File: src/rtl/cpu_reg_slave.sv
// cpu_reg_slave: CPU register slave with programmable wait states.
//
// Optional feature macro: CPU_REG_SLAVE_LOCK_EN. When it is defined,
// CONTROL[31]=1 write-protects SCRATCH and DATA0..DATA3.
//
// Register map (word address):
//   0 ID (RO)      1 CONTROL (RW)     2 STATUS (RO)     3 SCRATCH (RW)
//   4..7 DATA0..DATA3 (RW)            >= 8 unmapped
//
// Ports:
//   clk_i              clock, rising edge
//   reset_i            synchronous active-high reset
//   timeout_i          master abort of the access waiting in WAIT
//   read_i / write_i   strobes, held by the master until access_complete_o
//   write_data_i       write data
//   address_i          word address (byte address bits [31:2])
//   read_data_o        read data, non-zero only during access_complete_o
//   access_complete_o  one-cycle response pulse
//   invalid_address_o  address outside the map (qualified by access_complete_o)
//   invalid_access_o   illegal operation (qualified by access_complete_o)
module cpu_reg_slave #(
    parameter int unsigned WAIT_STATES = 1,
    parameter logic [31:0] ID_VALUE    = 32'hC0DE_0001
) (
    input  logic        clk_i,
    input  logic        reset_i,
    input  logic        timeout_i,
    input  logic        read_i,
    input  logic        write_i,
    input  logic [31:0] write_data_i,
    input  logic [29:0] address_i,
    output logic [31:0] read_data_o,
    output logic        access_complete_o,
    output logic        invalid_address_o,
    output logic        invalid_access_o
);

    localparam logic [3:0] WS = 4'(WAIT_STATES);

    typedef enum logic [1:0] {S_IDLE, S_WAIT, S_RESP, S_HOLD} state_t;

    state_t            state_q, state_d;
    logic [3:0]        cnt_q, cnt_d;
    logic [29:0]       addr_q;
    logic [31:0]       wdata_q;
    logic              is_wr_q;
    logic              is_err_q;   // read and write sampled together
    logic [31:0]       ctrl_q, scratch_q;
    logic [3:0][31:0]  data_q;
    logic [15:0]       wr_cnt_q, err_cnt_q;

    logic              capture;
    logic              commit;     // valid write takes effect this cycle
    logic              flag_resp;  // response carrying an error flag

    // Decode of the captured access
    logic [2:0]  idx;
    logic        mapped, ro_tgt, locked, bad_addr, bad_access, wr_ok;
    logic [31:0] rd_val;

    assign idx    = addr_q[2:0];
    assign mapped = (addr_q[29:3] == '0);
    assign ro_tgt = (idx == 3'd0) || (idx == 3'd2);

`ifdef CPU_REG_SLAVE_LOCK_EN
    assign locked = ctrl_q[31] && ((idx == 3'd3) || idx[2]);
`else
    assign locked = 1'b0;
`endif

    // A double strobe is reported as an access error regardless of address.
    assign bad_access = is_err_q || (mapped && is_wr_q && (ro_tgt || locked));
    assign bad_addr   = !is_err_q && !mapped;
    assign wr_ok      = is_wr_q && !bad_access && !bad_addr;

    always_comb begin
        rd_val = '0;
        case (idx)
            3'd0:    rd_val = ID_VALUE;
            3'd1:    rd_val = ctrl_q;
            3'd2:    rd_val = {err_cnt_q, wr_cnt_q};
            3'd3:    rd_val = scratch_q;
            default: rd_val = data_q[idx[1:0]];
        endcase
    end

    // FSM next state and outputs
    always_comb begin
        state_d           = state_q;
        cnt_d             = cnt_q;
        capture           = 1'b0;
        commit            = 1'b0;
        flag_resp         = 1'b0;
        read_data_o       = '0;
        access_complete_o = 1'b0;
        invalid_address_o = 1'b0;
        invalid_access_o  = 1'b0;
        case (state_q)
            S_IDLE: begin
                if (read_i || write_i) begin
                    capture = 1'b1;
                    cnt_d   = WS;
                    state_d = (WS == 4'd0) ? S_RESP : S_WAIT;
                end
            end
            S_WAIT: begin
                cnt_d = cnt_q - 4'd1;
                if (timeout_i) begin
                    state_d = S_HOLD;
                    cnt_d   = '0;
                end else if (cnt_q == 4'd1) begin
                    state_d = S_RESP;
                end
            end
            S_RESP: begin
                access_complete_o = 1'b1;
                invalid_address_o = bad_addr;
                invalid_access_o  = bad_access;
                if (!is_wr_q && !bad_addr && !bad_access)
                    read_data_o = rd_val;
                commit    = wr_ok;
                flag_resp = bad_addr || bad_access;
                state_d   = S_HOLD;
            end
            S_HOLD: begin
                if (!read_i && !write_i)
                    state_d = S_IDLE;
            end
            default: state_d = S_IDLE;
        endcase
    end

    always_ff @(posedge clk_i) begin
        if (reset_i) begin
            state_q <= S_IDLE;
            cnt_q   <= '0;
        end else begin
            state_q <= state_d;
            cnt_q   <= cnt_d;
        end
    end

    always_ff @(posedge clk_i) begin
        if (reset_i) begin
            addr_q    <= '0;
            wdata_q   <= '0;
            is_wr_q   <= 1'b0;
            is_err_q  <= 1'b0;
            ctrl_q    <= '0;
            scratch_q <= '0;
            data_q    <= '0;
            wr_cnt_q  <= '0;
            err_cnt_q <= '0;
        end else begin
            if (capture) begin
                addr_q   <= address_i;
                wdata_q  <= write_data_i;
                is_wr_q  <= write_i;
                is_err_q <= read_i && write_i;
            end
            if (commit) begin
                case (idx)
                    3'd1:    ctrl_q    <= wdata_q;
                    3'd3:    scratch_q <= wdata_q;
                    3'd4, 3'd5, 3'd6, 3'd7: data_q[idx[1:0]] <= wdata_q;
                    default: ;
                endcase
                wr_cnt_q <= wr_cnt_q + 16'd1;
            end
            if (flag_resp)
                err_cnt_q <= err_cnt_q + 16'd1;
        end
    end

endmodule

File: config.mk
export PLATFORM = sky130hd
export DESIGN_NAME = cpu_reg_slave
export DESIGN_NICKNAME = d
export VERILOG_FILES = /design/src/rtl/cpu_reg_slave.sv
export SDC_FILE = /design/constraint.sdc
export NUM_CORES = 1
export LEC_CHECK = 0
export CAP_MARGIN = 20
export CORE_MARGIN = 2
export CORE_UTILIZATION = 51
export CTS_CLUSTER_DIAMETER = 200
export DETAILED_ROUTE_END_ITERATION = 7
export DONT_BUFFER_PORTS = 1
export HOLD_SLACK_MARGIN = 0.06
export PLACE_DENSITY = 0.66
export RECOVER_POWER = 25
export SYNTH_ARGS = -nofsm -noshare
export SYNTH_HDL_FRONTEND = slang
export SYNTH_SLANG_ARGS = --single-unit
File: constraint.sdc
create_clock -name clk_i -period 2.9 [get_ports clk_i]
set_input_delay 0.435 -clock clk_i [delete_from_list [all_inputs] [get_ports clk_i]]
set_output_delay 0.435 -clock clk_i [all_outputs]
set_load 0.02 [all_outputs]
==> Yosys cells after proc, flatten, opt, wreduce, memory -nomap -nowiden <==
Index checks and enable logic that the tools add are counted.
{ "word_totals": {"register_bits": 294, "input_bits": 67, "output_inout_bits": 35, "elab_cells": 87} }
{ "classes": {"addsub": 3, "magnitude_cmp": 2, "eq_ne": 14, "muxes": 23, "reduce_logical": 31} }
{ "ops": {"columns": ["operator", "count"], "rows": [
  ["bitwise mux 128 bit", 1],
  ["2-to-1 mux 32 bit", 4],
  ["one-hot mux 32 bit (4 select lines)", 1],
  ["binary-select mux 32 bit (select 2 bit)", 1],
  ["demux 32 bit (select 2 bit)", 1],
  ["adder 16 x 1 -> 16 bit (second input constant)", 2],
  ["logical NOT 27 bit", 1],
  ["equality test 3 bit (second input constant)", 4],
  ["logical AND 1 bit", 10],
  ["2-to-1 mux 2 bit", 4],
  ["2-to-1 mux 4 bit", 2],
  ["one-hot mux 2 bit (4 select lines)", 1],
  ["one-hot mux 4 bit (2 select lines)", 1],
  ["AND reduction 2 bit", 4],
  ["logical NOT 1 bit", 7],
  ["2-to-1 mux 1 bit", 7],
  ["equality test 3 x 2 -> 1 bit (second input constant)", 2],
  ["equality test 2 bit (second input constant)", 2],
  ["equality test 4 x 1 -> 1 bit (second input constant)", 1],
  ["logical OR 1 bit", 4],
  ["!= test 2 bit (second input constant)", 2],
  ["OR reduction 4 bit", 1],
  ["subtractor 4 x 1 -> 4 bit (second input constant)", 1],
  ["equality test 3 x 1 -> 1 bit (second input constant)", 1],
  ["8 further kinds", 8]
]} }

==> Longest topological paths before layout <==
{ "depth": {"depth_word": 9, "mapped_depth": 10, "depth_no_buf": 7} }

==> Least setup slack after synthesis <==
No wires, ideal clock.
{ "synth_path": {"path_type": "reg2out", "startpoint": "register addr_q[23]", "endpoint": "output read_data_o[10]", "arrival_time_ns": 1.978, "required_time_ns": 2.465, "slack_ns": 0.487, "path_stages_with_launch": 9, "path_buffers": 3, "path_cell_list": "dfxtp_1 > nor4_4 > and3_1 > buf_4 > nand2_2 > or3_1 > buf_2 > buf_6 > nor2_1"} }
{ "synth_via": {"elab_chain_cells": 8, "word_cells_on_any_way": 12, "classes_between": "mux (2); reduce/logical (10)"} }
{ "synth_lines": {"columns": ["item", "line_no", "source"], "rows": [
  ["start, declared", "44", "logic [29:0] addr_q;"],
  ["start signal, assigned", "156", "addr_q <= address_i;"],
  ["logical NOT 27 bit *", "62", "assign mapped = (addr_q[29:3] == '0);"],
  ["logical NOT 1 bit / logical AND 1 bit (equally long branches)", "73, 72", null],
  ["logical AND 1 bit, on equally long branches", "73, 72", null],
  ["logical NOT 1 bit / logical OR 1 bit (equally long branches)", "119, 72", null],
  ["logical AND 1 bit / logical NOT 1 bit (equally long branches)", "119", "if (!is_wr_q && !bad_addr && !bad_access)"],
  ["logical AND 1 bit *", "119", null],
  ["2-to-1 mux 32 bit *", "119", null],
  ["2-to-1 mux 32 bit *", "98", "case (state_q)"],
  ["end, declared", "32", "output logic [31:0] read_data_o,"]
]} }
Every way passes the cells marked *; elsewhere a longest branch is shown, timed or not.

==> Worst setup path after layout <==
{ "layout_path": {"startpoint": "register addr_q[29]", "endpoint": "output read_data_o[3]"} }
Same word-level chain as after synthesis.

==> results.ini <==
[floorplanning]
io_pins = 102
fp.dieH_um = 163
core.rowCount = 58
core_mm2 = 0.0250
die_w_um = 163
start_util_pct = 51.6
die-area_mm2 = 0.0265

[critical_path]
r2r-start = addr_q[0]
cp_slowest_stage_delay_ns = 0.38
cp_top_family = simple AND/OR/NAND/NOR gates
r2r_end = wr_cnt_q[14]
path_class = reg2out
cp_cell_sequence = nor4_4 > and4_4 > nand2_4 > or3_4 > buf_12 > nor2_1 > buf_4
cp_data_arrival_time_ns = 2.43
worst-endpoint-required_ns = 2.47
reg2reg_depth = 7
path_buf_inv = 2
crit_end = read_data_o[3]
critPathLaunchType = flop
crit_start = addr_q[29]
crit_cells = 7
reg2reg_setup_slack_ns = 0.11
critPathMaxFanout = 16
crit_slowest_cell = or3_4
cp-end-kind = primary output

[clocking]
clkTransAtPathRegs_ns = 0.06
insertion_delay_ns = 0.56
cts_tree = done
cts_root_buf = clkbuf_16
cts_sinks = 294
cts.path.max_buffers = 3
cts-buffers-inserted = 31
ctsHtreeMaxLevel = 1

[final_layout]
fillers = 2077
multi_input_area_mm2 = 0.00650
layout.cells.non_filler = 2120
final_net_count = 1841
area_growth_pct = 27.6
antenna_cells = 0
fin_area_mm2 = 0.0164
drive_gt1_share_pct = 13.1
layout.area.seq_mm2 = 0.00590

[place]
place_area_mm2 = 0.0134
dp_cells = 1879
gp_congestion = 0.818
place_hpwl_um = 21700
io_buffers = 0

[synthesis]
synthesis.instances = 1603
syn-cell-area_mm2 = 0.0129
synth_commonest_cells = nand2_1, a21oi_1, dfxtp_1, nor2_1, clkbuf_1
synth_fp_nets = 1679
ys_warn_count = 0
syn_area_per_cell_um2 = 8.03
synthTopCellsByArea = dfxtp_1, nand2_1, a21oi_1
yosys.cell_types.count = 49
yosys.area.top_type = dfxtp_1
synth_edf_count = 0
ys.flop_type = dfxtp_1
async_flop_share_pct = 0
synth_seq_cells = 294
seq_area_frac_synth_pct = 45.7
synth_top_area_share_pct = 45.7
yosysMostFrequentCell = nand2_1

[global_routing]
grt_pass1_vias = 11800
grt.total_usage_pct = 29.0
grt_max_degree = 158
grt-ovfl-total = 0
grt_pass1_wl_um = 62000
antenna_found_initial = 0

[timing]
slew_headroom_pct = 49.3
finalCritPeriodShare_pct = 98.8
final_hold_viol_count = 0
finalCriticalPeriod_ns = 2.87
rsz0062_at_grt = true
setup_viol = 0
timing.final.max_slew_violations = 0
hold_slack_ns = 0.162
max_freq_mhz = 349
worst_pin_slew_ns = 0.760
fin_skew_ns = 0.00855

[detailed_routing]
via_per_inst = 5.67
drcViolationCount = 0
drtPass1Iterations = 5
postRouteAntennaNets = 0
drt_iter0_markers = 1035
via_count = 12000
totalWireLength_um = 38700
routedWlPerCell_um = 18.3

[power]
p_leak_nw = 6.07
power_density_mw_per_mm2 = 671
ir_drop_uv = 562

[outcome]
status = completed

[min_path]
hold_class = in2reg

[run]
maxCapViolations = 0

## kinds of logic (layout without fill, tap and decap cells)
logic type | Yosys count | count (layout) | share of synthesized area, %
compound gates | 369 | 369 | 15.4
xor+xnor | 17 | 17 | 1.16
fa+ha+maj | 9 | 9 | 0.875
buf+inv | 138 | 325 | 4.67
flops | 294 | 294 | 45.7
mux | 67 | 67 | 8.54
simple gates | 709 | 709 | 23.7
## power by group
part	internal (mW)	leakage, nW	total [mW]	switching (mW)
logic	0.960	3.18	2.31	1.35
registers	4.29	2.38	4.70	0.408
clock network	2.36	0.512	4.02	1.66
## final cells by class
cell class | count | share of cell area [%]
multi-input cells | 1171 | 39.6
flip-flops and latches | 294 | 35.9
repair buffers | 258 | 15.5
clock buffers | 51 | 5.91
well taps | 330 | 2.51
clock inverters | 7 | 0.426
inverters | 9 | 0.206
## layout by cell type, fill, tap and decap left out, types with 11 or more instances in the layout
cell type	n
buf_4	59
a21oi_1	306
a22oi_1	23
mux2i_1	12
mux4_2	32
nand3_1	14
o21ai_0	12
dfxtp_1	288
buf_6	16
mux2_2	23
nor2_1	81
dlygate4sd3_1	172
nor2_2	11
clkbuf_16	31
nand2_1	520
xnor2_1	11
clkbuf_8	12
## state kept, by name, indices dropped and copies added, names as in the netlist
name / flops
is_err_q: 1
data_q: 128
addr_q: 30
wdata_q: 32
ctrl_q: 32
state_q: 2
cnt_q: 4
is_wr_q: 1
scratch_q: 32
wr_cnt_q: 16
err_cnt_q: 16
## worst min path at each step
| stage | from | endpoint | cells after the start |
|---|---|---|---|
| CTS | reset_i | err_cnt_q[3] | 3 |
| global placement | data_q[34] | data_q[34] | 2 |
| detailed placement | ctrl_q[2] | ctrl_q[2] | 2 |
| floorplan | scratch_q[10] | scratch_q[10] | 2 |
| global route | reset_i | err_cnt_q[3] | 3 |
| finish | reset_i | err_cnt_q[3] | 3 |
## per-stage QoR
stage	power, mW	setup WS (ns)	utilization, %	TNS (ns)
floorplan	5.99	0.487	-	0
global placement	6.52	0.454	53.6	0
global route	11.5	-0.0377	65.8	-0.526
detailed placement	6.56	0.409	53.6	0
CTS	10.9	0.000736	65.0	0
finish	11.0	0.0349	65.8	0
## layer usage
layer	routed length (µm)	up-vias	track usage, %
met4	987	0	8.89
met2	18900	398	48.9
li1	-	5765	-
met5	0	-	0
met1	16500	5781	38.7
met3	2340	75	4.23
## worst register-to-register path, stage by stage, from the launching register on
cell           delay [ns]
dfxtp_4              0.39
buf_4                0.26
nor2_1               0.13
or4_4                0.59
or3_1                0.34
or3_1                0.31
a21oi_1              0.15
dlygate4sd3_1        0.56
## what timing repair did
| item | in CTS | in global routing |
|---|---|---|
| hold endpoints to repair | 293 | 0 |
| endpoints found under the setup margin | 32 | 69 |
| setup buffers | 5 | 5 |
| pin swaps | 6 | 3 |
| hold buffers | 173 | 0 |
| resized for setup | 10 | 44 |
No activity file was read; power rests on OpenSTA's default activity.
==> patch: new RTL, config.mk and constraints unchanged <==
Re-encode `state_t` (4 states) as one-hot, 4 bits wide.
--- a/src/rtl/cpu_reg_slave.sv
+++ b/src/rtl/cpu_reg_slave.sv
@@ -38,5 +38,5 @@
     localparam logic [3:0] WS = 4'(WAIT_STATES);
 
-    typedef enum logic [1:0] {S_IDLE, S_WAIT, S_RESP, S_HOLD} state_t;
+    typedef enum logic [3:0] {S_IDLE = 4'b0001, S_WAIT = 4'b0010, S_RESP = 4'b0100, S_HOLD = 4'b1000} state_t;
 
     state_t            state_q, state_d;
Formal check against the unedited RTL: no difference found for any inputs over 4 cycles, from zero or initial values and one cycle with reset_i high; so few cycles prove little.
==> patch against the unedited design <==
- sequential cell count increased by 2
- design area fell by 0.65%
- worst hold slack lost 67 ps
- synthesized area up 0.56%
- setup slack got worse by 34 ps
- global-route usage is 2.7 points lower
- die area up 0.55%
- via count shrank 7.6%
- routed wire length decreased by 9.4%
Power is not compared: it rests on default switching activity, and its combinational part moved more than twofold at a synthesized area within 25%.
==> patch: results (changes against the unedited design) <==
| Metric | Value |
|---|---|
| Worst slew pin tran | `847.6 ps (+87.36 ps)` |
| Compound-Gate Fraction of Synth Area | `11.29% (-4.1 points)` |
| Gp weighted congestion | `0.8090 (-1.1%)` |
| Synth Area in Adders | `0.3865% (-0.49 points)` |
| Dpl ws | `351.2 ps (-57.74 ps)` |
| R2R depth | `10 (+3)` |
| Status | `complete, no violations` |
| Setup Skew | `9.235 ps (+0.6820 ps)` |
| Post-synth top cells | `dfxtp_1 (296), nand2_1 (275), nor2_1 (217), a21oi_1 (184), mux2i_1 (141)` |
| Hold path cells | `2 (-1)` |
| Layout cells sized above 1 | `13.45% (+0.33 points)` |
| Hold-fix buffers at CTS | `158 (-8.7%)` |
| Multi-input combinational area share | `40.74% (+1.2 points)` |
| Reg-to-reg startpoint | `addr_q[14]` |
| Fin cells | `1980 (-6.6%)` |
| Hold_ws | `95.50 ps (-66.92 ps)` |
| CLK BUF | `46 (-9.8%)` |
| DPL Wire Length | `19380 um (-11%)` |
| Signal buffers | `236 (-8.5%)` |
| Capturing point of the worst reg2reg path | `data_q[9]` |
| Nets | `1697 (-7.8%)` |
| Layout non-clock buf frac | `14.17% (-1.3 points)` |
| Ranking of synthesized cells by area | `dfxtp_1 (46%), mux2i_1 (11%), nand2_1 (8.0%)` |
| PostCTS Resize Cnt | `16 (+6)` |
| Drt first-iter violations | `905 (-13%)` |
| Hold path endpoint | `wdata_q[15]` |
| Routed vias | `11110 (-7.6%)` |
| Fill count | `2115 (+1.8%)` |
| Hold Path Origin | `write_data_i[15]` |
| Worst-path maximum fanout | `18 (+2)` |
| Clock sink total | `296 (+0.68%)` |
| Post-Synth XOR/XNOR Area | `0.6088% (-0.55 points)` |
| Clock network area share | `6.040% (-0.30 points)` |
| DP Area | `13480 um2 (+0.85%)` |
| Multi-input gate count | `1055 (-9.9%)` |
| Die area | `26680 um2 (+0.55%)` |
| First-pass GRT wire length | `56720 um (-8.5%)` |
| Worst Setup SP | `state_q[0]` |
| Largest net degree at the start of global routing | `155 (-1.9%)` |
| CP arrival | `2460 ps (+30 ps)` |
| Dpl cells | `1756 (-6.5%)` |
patch: metal layers:
| metal | share of wire [%] | GRT usage [%] |
|---|---|---|
| met5 | 0 | 0 |
| met2 | 48 | 43.94 |
| met3 | 5.6 | 3.479 |
| met4 | 2.0 | 7.080 |
| met1 | 44 | 35.99 |
patch: report_power, final:
group | switching (mW) | total [mW] | leakage, nW | internal, mW
Combinational | 0.632 | 1.10 | 3.96 | 0.473
Sequential | 0.203 | 4.39 | 2.40 | 4.19
Clock | 1.62 | 3.87 | 0.480 | 2.25
patch: critical path, cell delays in order (launching register included):
cell and delay, ps:
dfxtp_1 400, nor4b_4 420, nand4_4 200, or3_4 410
buf_12 180, nor2_1 130, buf_4 150
patch: cells by family after synthesis:
kind of cell	count (synthesis)
AND/OR/NAND/NOR	586
flip-flops	296
AO/OA/AOI/OAI	260
multiplexers	196
buffers and inverters	122
XOR/XNOR	9
adder cells (fa/ha/maj)	4
